[config.mk]
export PLATFORM = sky130hd
export DESIGN_NAME = mips_pc_unit_flat
export DESIGN_NICKNAME = d
export VERILOG_FILES = /design/src/rtl/mips_pc_unit_if.sv /design/src/rtl/mips_pc_unit.sv /design/src/flat_wrapper.sv
export SDC_FILE = /design/constraint.sdc
export NUM_CORES = 1
export LEC_CHECK = 0
export BUFFER_PORTS_ARGS = -buffer_cell sky130_fd_sc_hd__buf_2
export CORE_MARGIN = 1
export CORE_UTILIZATION = 50
export DETAILED_ROUTE_END_ITERATION = 10
export GPL_ROUTABILITY_DRIVEN = 0
export PLACE_DENSITY = 0.82
export SYNTH_ARGS = -nofsm -noshare
export SYNTH_HDL_FRONTEND = slang
export SYNTH_SLANG_ARGS = --single-unit
[constraint.sdc]
create_clock -name clk -period 4.37 [get_ports clk]
set_clock_uncertainty 0.15 [all_clocks]
set_input_delay 0.437 -clock clk [delete_from_list [all_inputs] [get_ports clk]]
set_output_delay 0.437 -clock clk [all_outputs]
set_load 0.05 [all_outputs]
[src/rtl/mips_pc_unit_if.sv]
// mips_pc_unit_if: bundles the PC stage's control inputs and status outputs.
//   slave  modport : used by mips_pc_unit (takes control, drives PC/status)
//   master modport : used by the controller/testbench side
// Control : pc_update, stall, is_branch, branch_imm[15:0], jump,
//           jump_index[25:0], jr, jr_target[31:0]
// Status  : pc[31:0], pc_plus4[31:0], pc_valid, flush, addr_err,
//           redirect_cnt[15:0]
interface mips_pc_unit_if;
  logic        pc_update;
  logic        stall;
  logic        is_branch;
  logic [15:0] branch_imm;
  logic        jump;
  logic [25:0] jump_index;
  logic        jr;
  logic [31:0] jr_target;
  logic [31:0] pc;
  logic [31:0] pc_plus4;
  logic        pc_valid;
  logic        flush;
  logic        addr_err;
  logic [15:0] redirect_cnt;

  modport slave (
    input  pc_update, stall, is_branch, branch_imm, jump, jump_index, jr,
           jr_target,
    output pc, pc_plus4, pc_valid, flush, addr_err, redirect_cnt
  );

  modport master (
    output pc_update, stall, is_branch, branch_imm, jump, jump_index, jr,
           jr_target,
    input  pc, pc_plus4, pc_valid, flush, addr_err, redirect_cnt
  );
endinterface

[src/rtl/mips_pc_unit.sv]
// mips_pc_unit: architectural PC register with next-PC selection
// (jr > jump > branch > sequential), redirect flush pulse and a sticky
// misaligned-JR halt trap.
// Ports:
//   clk  - rising-edge clock
//   rst  - synchronous active-high reset
//   bus  - mips_pc_unit_if.slave (control in, PC/status out)
// Parameter:
//   RESET_PC - word-aligned PC loaded on reset
// Optional feature macro:
//   MIPS_PC_REDIRECT_CNT_EN - when defined, redirect_cnt counts flushing
//   advances (saturating at 16'hFFFF); otherwise redirect_cnt is tied to 0.
module mips_pc_unit #(
  parameter logic [31:0] RESET_PC = 32'h0000_0000
) (
  input  logic           clk,
  input  logic           rst,
  mips_pc_unit_if.slave  bus
);

  typedef enum logic [1:0] {BOOT, RUN, HALT} state_t;

  state_t      state;
  logic [31:0] pc_q;
  logic        pc_valid_q;
  logic        flush_q;
  logic        addr_err_q;
  logic [31:0] pc_plus4;
  logic [31:0] br_target;
  logic [31:0] j_target;
  logic        adv;
  logic        jr_misaligned;
  logic        redirect;

  assign pc_plus4      = pc_q + 32'd4;
  assign br_target     = pc_plus4 + {{14{bus.branch_imm[15]}}, bus.branch_imm, 2'b00};
  assign j_target      = {pc_plus4[31:28], bus.jump_index, 2'b00};
  assign adv           = (state == RUN) && bus.pc_update && !bus.stall;
  assign jr_misaligned = bus.jr && (bus.jr_target[1:0] != 2'b00);
  // Any taken non-sequential source flushes, even when the target equals pc+4.
  assign redirect      = adv && !jr_misaligned && (bus.jr || bus.jump || bus.is_branch);

  always_ff @(posedge clk) begin
    if (rst) begin
      state      <= BOOT;
      pc_q       <= RESET_PC;
      pc_valid_q <= 1'b0;
      flush_q    <= 1'b0;
      addr_err_q <= 1'b0;
    end else begin
      flush_q <= redirect;
      case (state)
        BOOT: begin
          state      <= RUN;
          pc_valid_q <= 1'b1;
        end
        RUN: begin
          if (adv) begin
            if (jr_misaligned) begin
              // Trap: PC holds so software can inspect the faulting instruction.
              state      <= HALT;
              pc_valid_q <= 1'b0;
              addr_err_q <= 1'b1;
            end else if (bus.jr) begin
              pc_q <= bus.jr_target;
            end else if (bus.jump) begin
              pc_q <= j_target;
            end else if (bus.is_branch) begin
              pc_q <= br_target;
            end else begin
              pc_q <= pc_plus4;
            end
          end
        end
        default: begin
          // HALT: only reset leaves.
          state      <= HALT;
          pc_valid_q <= 1'b0;
          addr_err_q <= 1'b1;
        end
      endcase
    end
  end

`ifdef MIPS_PC_REDIRECT_CNT_EN
  logic [15:0] cnt_q;

  always_ff @(posedge clk) begin
    if (rst)
      cnt_q <= 16'h0000;
    else if (redirect && (cnt_q != 16'hFFFF))
      cnt_q <= cnt_q + 16'd1;
  end

  assign bus.redirect_cnt = cnt_q;
`else
  assign bus.redirect_cnt = 16'h0000;
`endif

  assign bus.pc       = pc_q;
  assign bus.pc_plus4 = pc_plus4;
  assign bus.pc_valid = pc_valid_q;
  assign bus.flush    = flush_q;
  assign bus.addr_err = addr_err_q;

endmodule

[src/flat_wrapper.sv]
// flat-port wrapper written by rule: the top's interface ports become plain ports
module mips_pc_unit_flat 
#(
  parameter logic [31:0] RESET_PC = 32'h0000_0000
)
  (clk, rst, bus_pc_update, bus_stall, bus_is_branch, bus_branch_imm, bus_jump, bus_jump_index, bus_jr, bus_jr_target, bus_pc, bus_pc_plus4, bus_pc_valid, bus_flush, bus_addr_err, bus_redirect_cnt);
  mips_pc_unit_if bus_i ();
  input  logic clk;
  input  logic rst;
  input wire logic [$bits(bus_i.pc_update)-1:0] bus_pc_update;
  input wire logic [$bits(bus_i.stall)-1:0] bus_stall;
  input wire logic [$bits(bus_i.is_branch)-1:0] bus_is_branch;
  input wire logic [$bits(bus_i.branch_imm)-1:0] bus_branch_imm;
  input wire logic [$bits(bus_i.jump)-1:0] bus_jump;
  input wire logic [$bits(bus_i.jump_index)-1:0] bus_jump_index;
  input wire logic [$bits(bus_i.jr)-1:0] bus_jr;
  input wire logic [$bits(bus_i.jr_target)-1:0] bus_jr_target;
  output wire logic [$bits(bus_i.pc)-1:0] bus_pc;
  output wire logic [$bits(bus_i.pc_plus4)-1:0] bus_pc_plus4;
  output wire logic [$bits(bus_i.pc_valid)-1:0] bus_pc_valid;
  output wire logic [$bits(bus_i.flush)-1:0] bus_flush;
  output wire logic [$bits(bus_i.addr_err)-1:0] bus_addr_err;
  output wire logic [$bits(bus_i.redirect_cnt)-1:0] bus_redirect_cnt;
  assign bus_i.pc_update = bus_pc_update;
  assign bus_i.stall = bus_stall;
  assign bus_i.is_branch = bus_is_branch;
  assign bus_i.branch_imm = bus_branch_imm;
  assign bus_i.jump = bus_jump;
  assign bus_i.jump_index = bus_jump_index;
  assign bus_i.jr = bus_jr;
  assign bus_i.jr_target = bus_jr_target;
  assign bus_pc = bus_i.pc;
  assign bus_pc_plus4 = bus_i.pc_plus4;
  assign bus_pc_valid = bus_i.pc_valid;
  assign bus_flush = bus_i.flush;
  assign bus_addr_err = bus_i.addr_err;
  assign bus_redirect_cnt = bus_i.redirect_cnt;
  mips_pc_unit #(.RESET_PC(RESET_PC)) u_core (.clk(clk), .rst(rst), .bus(bus_i));
endmodule
==> results.cfg, run 1 <==
[global_route]
grt_pass1_wl_microns = 21800
grt_max_degree = 44
grt_pass1_vias = 4468
overflow = 0
antenna_found_initial = 0
track_usage_pct = 31.8

[routing]
dr.pass1.iters = 5
wl_per_cell_microns = 17.6
drtAntennaViolNets = 0
viasPerCell = 6.10
routed_wl_microns = 14000
vias = 4849
drt_iter0_drc = 305
post-route-drc-count = 0

[die]
core.rowCount = 32
die_h_microns = 93.4
start_util_pct = 52.9
design.core.area_sq_um = 7890
io_pins = 164
die_w_microns = 93.4
die-area_sq_um = 8720

[cells_and_area]
nFillCells = 660
multi_input_area_sq_um = 3420
layout.cells.non_filler = 795
fin_nets = 810
area_growth_pct = 24.9
regArea_sq_um = 722
drive_gt1_share_pct = 28.6
antenna_cells = 0

[setup_path]
critPathCaptureType = flip-flop
slowest_delay_ns = 0.48
cp_cell_sequence = and3_1, nand3_2, nor3_2, nand4_1, xnor2_4, ha_1, a21oi_1, o21ai_0, or3b_2, a211oi_1, o21a_1, o21ai_0, a311oi_1
worst-path-max-fanout = 7
crit_buf_inv = 0
worst_r2r_startpoint = u_core.bus.pc[4]
ff2ff_path_depth = 13
cp.required_ns = 4.43
reg2reg_to = u_core.bus.pc[26]
cp.arrival_ns = 4.08
r2r_slack_ns = 0.34
path_class = flip-flop to flip-flop
slowest_stage = or3b_2
cp_common_cell = o21ai_0
critical-path-top-delay-family = simple AND/OR/NAND/NOR gates
critPathLaunchType = flip-flop
path_depth = 13

[logic_synthesis]
synth.cell_area_sq_um = 4170
netlist_top_cells_area = dfxtp_1, ha_1, xnor2_1, a21oi_1, nor2_1
yosysSeqAreaShare_pct = 17.3
synth_top_flop_cell = dfxtp_1
synthMuxAreaShare_pct = 1.20
yosys_warnings = 0
yosys.area.top_type = dfxtp_1
synth_xor_area_share_pct = 10.5
synth_top_family_by_area = compound AO/OA/AOI/OAI gates
synthAdderAreaFrac_pct = 11.3
post-synth-top-count-cell = nor2_1
synth_cell_type_count = 58
async_flop_share_pct = 0
synth_top_cells_by_count = nor2_1, a21oi_1, nand2_1
synth_cells = 560
synth.top_cell.area_share_pct = 17.3
synth_edf_count = 0
ys_ff_latch = 36
synth_simple_gate_area_share_pct = 23.4
synth_compound_area_share_pct = 29.4
syn_avg_cell_area_sq_um = 7.45

[clock_tree]
post_cts_buffers = 0
cts-htree-levels = 2
cts-root-buf = clkbuf_8
cts_buffers = 5
clk_latency_ns = 0.30
cts_tree = done
clk_pin_slew_worst_paths_ns = 0.08
cts_sinks = 36
clock_path_buffers = 2

[status]
outcome = complete, no violations

[power_and_ir_drop]
ir_drop_mv = 0.168
p_total_uw = 1120
power_density_nw_per_um2 = 215
power_leakage_uw = 0.00259

[job]
maxCapViolCount = 0

[sta]
finalSetupViolCount = 0
fin_ws_ns = 0.344
slew_headroom_pct = 30.3
fin_crit_ns = 4.03
worst_slew_pin_slew_ns = 1.04
fmax_mhz = 248
hold_violations = 0
finalCritPeriodShare_pct = 92.1
maxSlewViolCount = 0

[hold_path]
min_path_type = input port to flip-flop
whs_endpoint = u_core.bus.pc[5]
hold-path-cell-count = 3
min_from = bus_jr_target[5]

[placement]
io_buffer_count = 147
dpl.cell_count = 787
hpwl_microns = 10500
preCtsSetupSlack_ns = 0.265
[worst register-to-register path, stage by stage, from the launching register on]
cell      delay (ns)
dfxtp_1         0.46
and3_1          0.30
nand3_2         0.20
nor3_2          0.27
nand4_1         0.26
xnor2_4         0.21
ha_1            0.35
a21oi_1         0.17
o21ai_0         0.13
or3b_2          0.48
a211oi_1        0.42
o21a_1          0.19
o21ai_0         0.09
a311oi_1        0.26
[state kept, by name (all words and copies together), names as in the netlist]
register             flops
u_core.bus.pc           32
u_core.state             2
u_core.bus.flush         1
u_core.bus.addr_err      1
[cells in the final DEF (no fill, tap or decap), types with 4 or more instances in the layout]
master	netlist	routed
xor2_1	16	10
buf_4	20	7
o21ai_0	30	30
buf_2	3	147
nor3_1	23	21
nor2_1	63	63
nor2b_1	6	6
a211oi_1	27	26
xnor2_1	31	18
clkbuf_8	0	5
xor2_2	0	6
a221oi_1	15	15
nand2_1	42	42
a221o_1	7	7
xnor2_2	0	10
o211ai_1	7	7
xnor2_4	1	4
a21oi_1	49	48
inv_1	11	11
conb_1	1	16
mux2i_1	5	5
ha_1	36	35
nand3_1	20	20
dfxtp_1	36	35
and3_1	8	8
nand4_1	9	9
a21o_1	16	16
[power breakdown]
| part | switching (uW) | total (uW) | internal [uW] |
|---|---|---|---|
| Sequential | 21.0 | 362 | 341 |
| Combinational | 307 | 455 | 148 |
| Clock | 134 | 304 | 170 |
| Total | 463 | 1120 | 658 |
[stage by stage]
| stage | area (sq um) | setup TNS [ns] | util (%) | hold WS, ns |
|---|---|---|---|---|
| finish | 5220 | 0 | 66.1 | 0.276 |
| global route | 5220 | -0.00531 | 66.1 | 0.288 |
| CTS | 5190 | 0 | 65.8 | 0.272 |
| detailed placement | 5080 | 0 | 64.5 | 0.302 |
| global placement | 5080 | 0 | 64.5 | 0.286 |
| floorplan | 4410 | 0 | - | 0.324 |
[layout make-up]
type	count	share of cell area, %
timing repair buffer	154	15.1
clock inverter	2	0.672
tap	102	2.45
sequential	36	13.8
multi-input combinational	483	65.7
inverter	12	0.864
clock buffer	6	1.39
[logic make-up after synthesis]
logic type                 after synthesis
xor gates and xnor gates                48
buffers and inverters                   56
other                                    1
and+or+nand+nor                        193
AOI/OAI and AO/OA                      184
muxes                                    5
DFF                                     36
adders and majority gates               37
[worst max path at each step]
stage | from | endpoint
3_3_place_gp | u_core.bus.pc[7] | u_core.bus.pc[31]
3_5_place_dp | u_core.bus.pc[8] | u_core.bus.pc[31]
5_1_grt | u_core.bus.pc[3] | u_core.bus.pc[31]
4_1_cts | u_core.bus.pc[2] | u_core.bus.pc[31]
6_report | u_core.bus.pc[4] | u_core.bus.pc[26]
2_1_floorplan | u_core.bus.pc[11] | u_core.bus.pc[26]
[per-layer routing]
layer / part of all wire (%) / GRT usage (%) / vias up
li1: - / - / 2326
met1: 41 / 40.4 / 2203
met2: 47 / 53.7 / 282
met3: 9.7 / 6.10 / 38
met4: 2.3 / 10.8 / 0
met5: 0 / 0 / -
[what timing repair did]
action                                  CTS  global route
endpoints found under the hold margin     0             0
hold buffers                              0             0
resized for setup                         0             6
endpoints found under the setup margin    0             6
(Power assumes the default switching activity.)
==> run 2, diff against run 1 <==
Settings changed: CORE_UTILIZATION 50 to 46, PLACE_DENSITY 0.82 to 0.79.
Clock period 4.37 ns to 3.6 ns, I/O delays scaled along.
==> results.cfg, run 2 (synthesized netlist as in run 1, its figures left out) <==
[placement]
io_buffer_count = 147
dpl_cell_area_sq_um = 5760
dpl.cell_count = 818
hpwl_microns = 11500

[die]
core.rowCount = 34
io_pins = 164
die_w_microns = 97.3
start_util_pct = 47.6
design.core.area_sq_um = 8760
die_h_microns = 97.3
die-area_sq_um = 9460

[hold_path]
min_path_type = input port to flip-flop
whs_endpoint = u_core.bus.pc[5]
min_from = bus_jr_target[5]
hold-path-cell-count = 3

[global_route]
met1_usage_pct = 43.3
grt-busiest-layer = met2
met3_usage_pct = 5.68
grt_max_degree = 43
antenna_found_initial = 0
grt_pass1_vias = 4905
track_usage_pct = 32.0
overflow = 0
grt_use_met2_pct = 50.9
grt_pass1_wl_microns = 24500

[cells_and_area]
antenna_cells = 0
layout.cells.non_filler = 841
largest_register_ffs = 32
area_growth_pct = 49.1
final_area_sq_um = 6220
final_common_cell = buf_2
final_cell_mix = buf_2, nor2_1, buf_4
drive_gt1_share_pct = 42.8
utilization_pct = 71.0
fin_nets = 850

[routing]
routed_wl_microns = 16000
vias = 5246
post-route-drc-count = 0
viasPerCell = 6.24
wl_per_cell_microns = 19.0
drtAntennaViolNets = 0
drt_iter0_drc = 373
dr.pass1.iters = 7

[setup_path]
path_class = flip-flop to flip-flop
reg2reg_to = u_core.bus.pc[29]
cp.arrival_ns = 3.64
ff2ff_path_depth = 17
cp_cell_sequence = and3_4, nand4_4, buf_4, nor3_4, nand3_2, xnor2_4, ha_4, a21oi_2, nand2_1, a211oi_2, a31oi_4, a21oi_4, buf_4, o21ai_1, xor2_1, a21oi_1, nor3_1
cp_common_cell = buf_4
slowest_delay_ns = 0.38
worst_r2r_startpoint = u_core.bus.pc[12]
critPathCaptureType = flip-flop
startpoint = u_core.bus.pc[12]
critPathLaunchType = flip-flop
r2r_slack_ns = -0.04
worst-path-max-fanout = 6
cp.required_ns = 3.60
slowest_stage = dfxtp_4

[power_and_ir_drop]
power_leakage_uw = 0.00298
power_density_nw_per_um2 = 234
ir_drop_mv = 0.176

[sta]
worst_slew_pin_slew_ns = 0.927
finalSetupViolCount = 1
fmax_mhz = 275
finalCritPeriodShare_pct = 101
slew_headroom_pct = 38.0
maxSlewViolCount = 0
fin_crit_ns = 3.64
hold_violations = 0
fin_ws_ns = -0.0403

[status]
failed_checks = negative setup slack
outcome = complete, but fails checks

[clock_tree]
cts_hold_buf = 0
clk_latency_ns = 0.30
clk_pin_slew_worst_paths_ns = 0.08
cts-root-buf = clkbuf_8
clock_path_buffers = 2
cts-htree-levels = 2
cts_buffers = 5
cts_sinks = 36
cts_tree = done

[job]
maxCapViolCount = 0
run 2: area by class of cell:
class                      instances  area [sq um]
inverter                          12          45.0
multi-input combinational        483          4050
tap                              108           135
sequential                        36           788
clock inverter                     2          35.0
clock buffer                       6          72.6
fill                             707          2540
timing repair buffer             194          1100
run 2: worst max path at each step:
| stage | end | cells past startpoint |
|---|---|---|
| floorplan | u_core.bus.pc[26] | 13 |
| global placement | u_core.bus.pc[26] | 13 |
| detailed placement | u_core.bus.pc[21] | 15 |
| CTS | u_core.bus.pc[30] | 12 |
| global route | u_core.bus.pc[25] | 15 |
| finish | u_core.bus.pc[29] | 17 |
run 2: worst max-delay path: cells and delay by family, from the launching register on:
| kind | cells | cell delay, ns |
|---|---|---|
| flops | 1 | 0.38 |
| xor+xnor | 2 | 0.38 |
| fa+ha+maj | 1 | 0.25 |
| compound gates | 6 | 1.04 |
| simple gates | 6 | 0.93 |
| buf+inv | 2 | 0.32 |
run 2: report_power, final:
part           switching [uW]  internal, uW  leakage (uW)
clock network             169           206     0.0000552
logic                     415           229       0.00261
registers                25.9           407      0.000308
run 2: repair_timing:
action                                  in CTS  in global routing
setup buffers                                7                  9
gates resized for setup                      5                 41
endpoints found under the setup margin       5                 16
pin swaps                                    9                 26
run 2: metal layers:
metal	part of all wire (%)	vias up	routed length (microns)
met5	0	-	0
met4	3.4	0	551
met3	10	57	1650
met2	46	351	7420
met1	40	2433	6380
li1	-	2405	-
run 2: through the flow:
step	setup slack [ns]	total power [uW]	hold WS (ns)	TNS (ns)
floorplan	-0.0843	878	0.324	-0.262
global placement	0.111	1020	0.284	0
detailed placement	-0.0340	1030	0.291	-0.0462
CTS	0.00212	1410	0.171	0
global route	-0.138	1520	0.182	-0.482
finish	-0.0403	1450	0.177	-0.0403
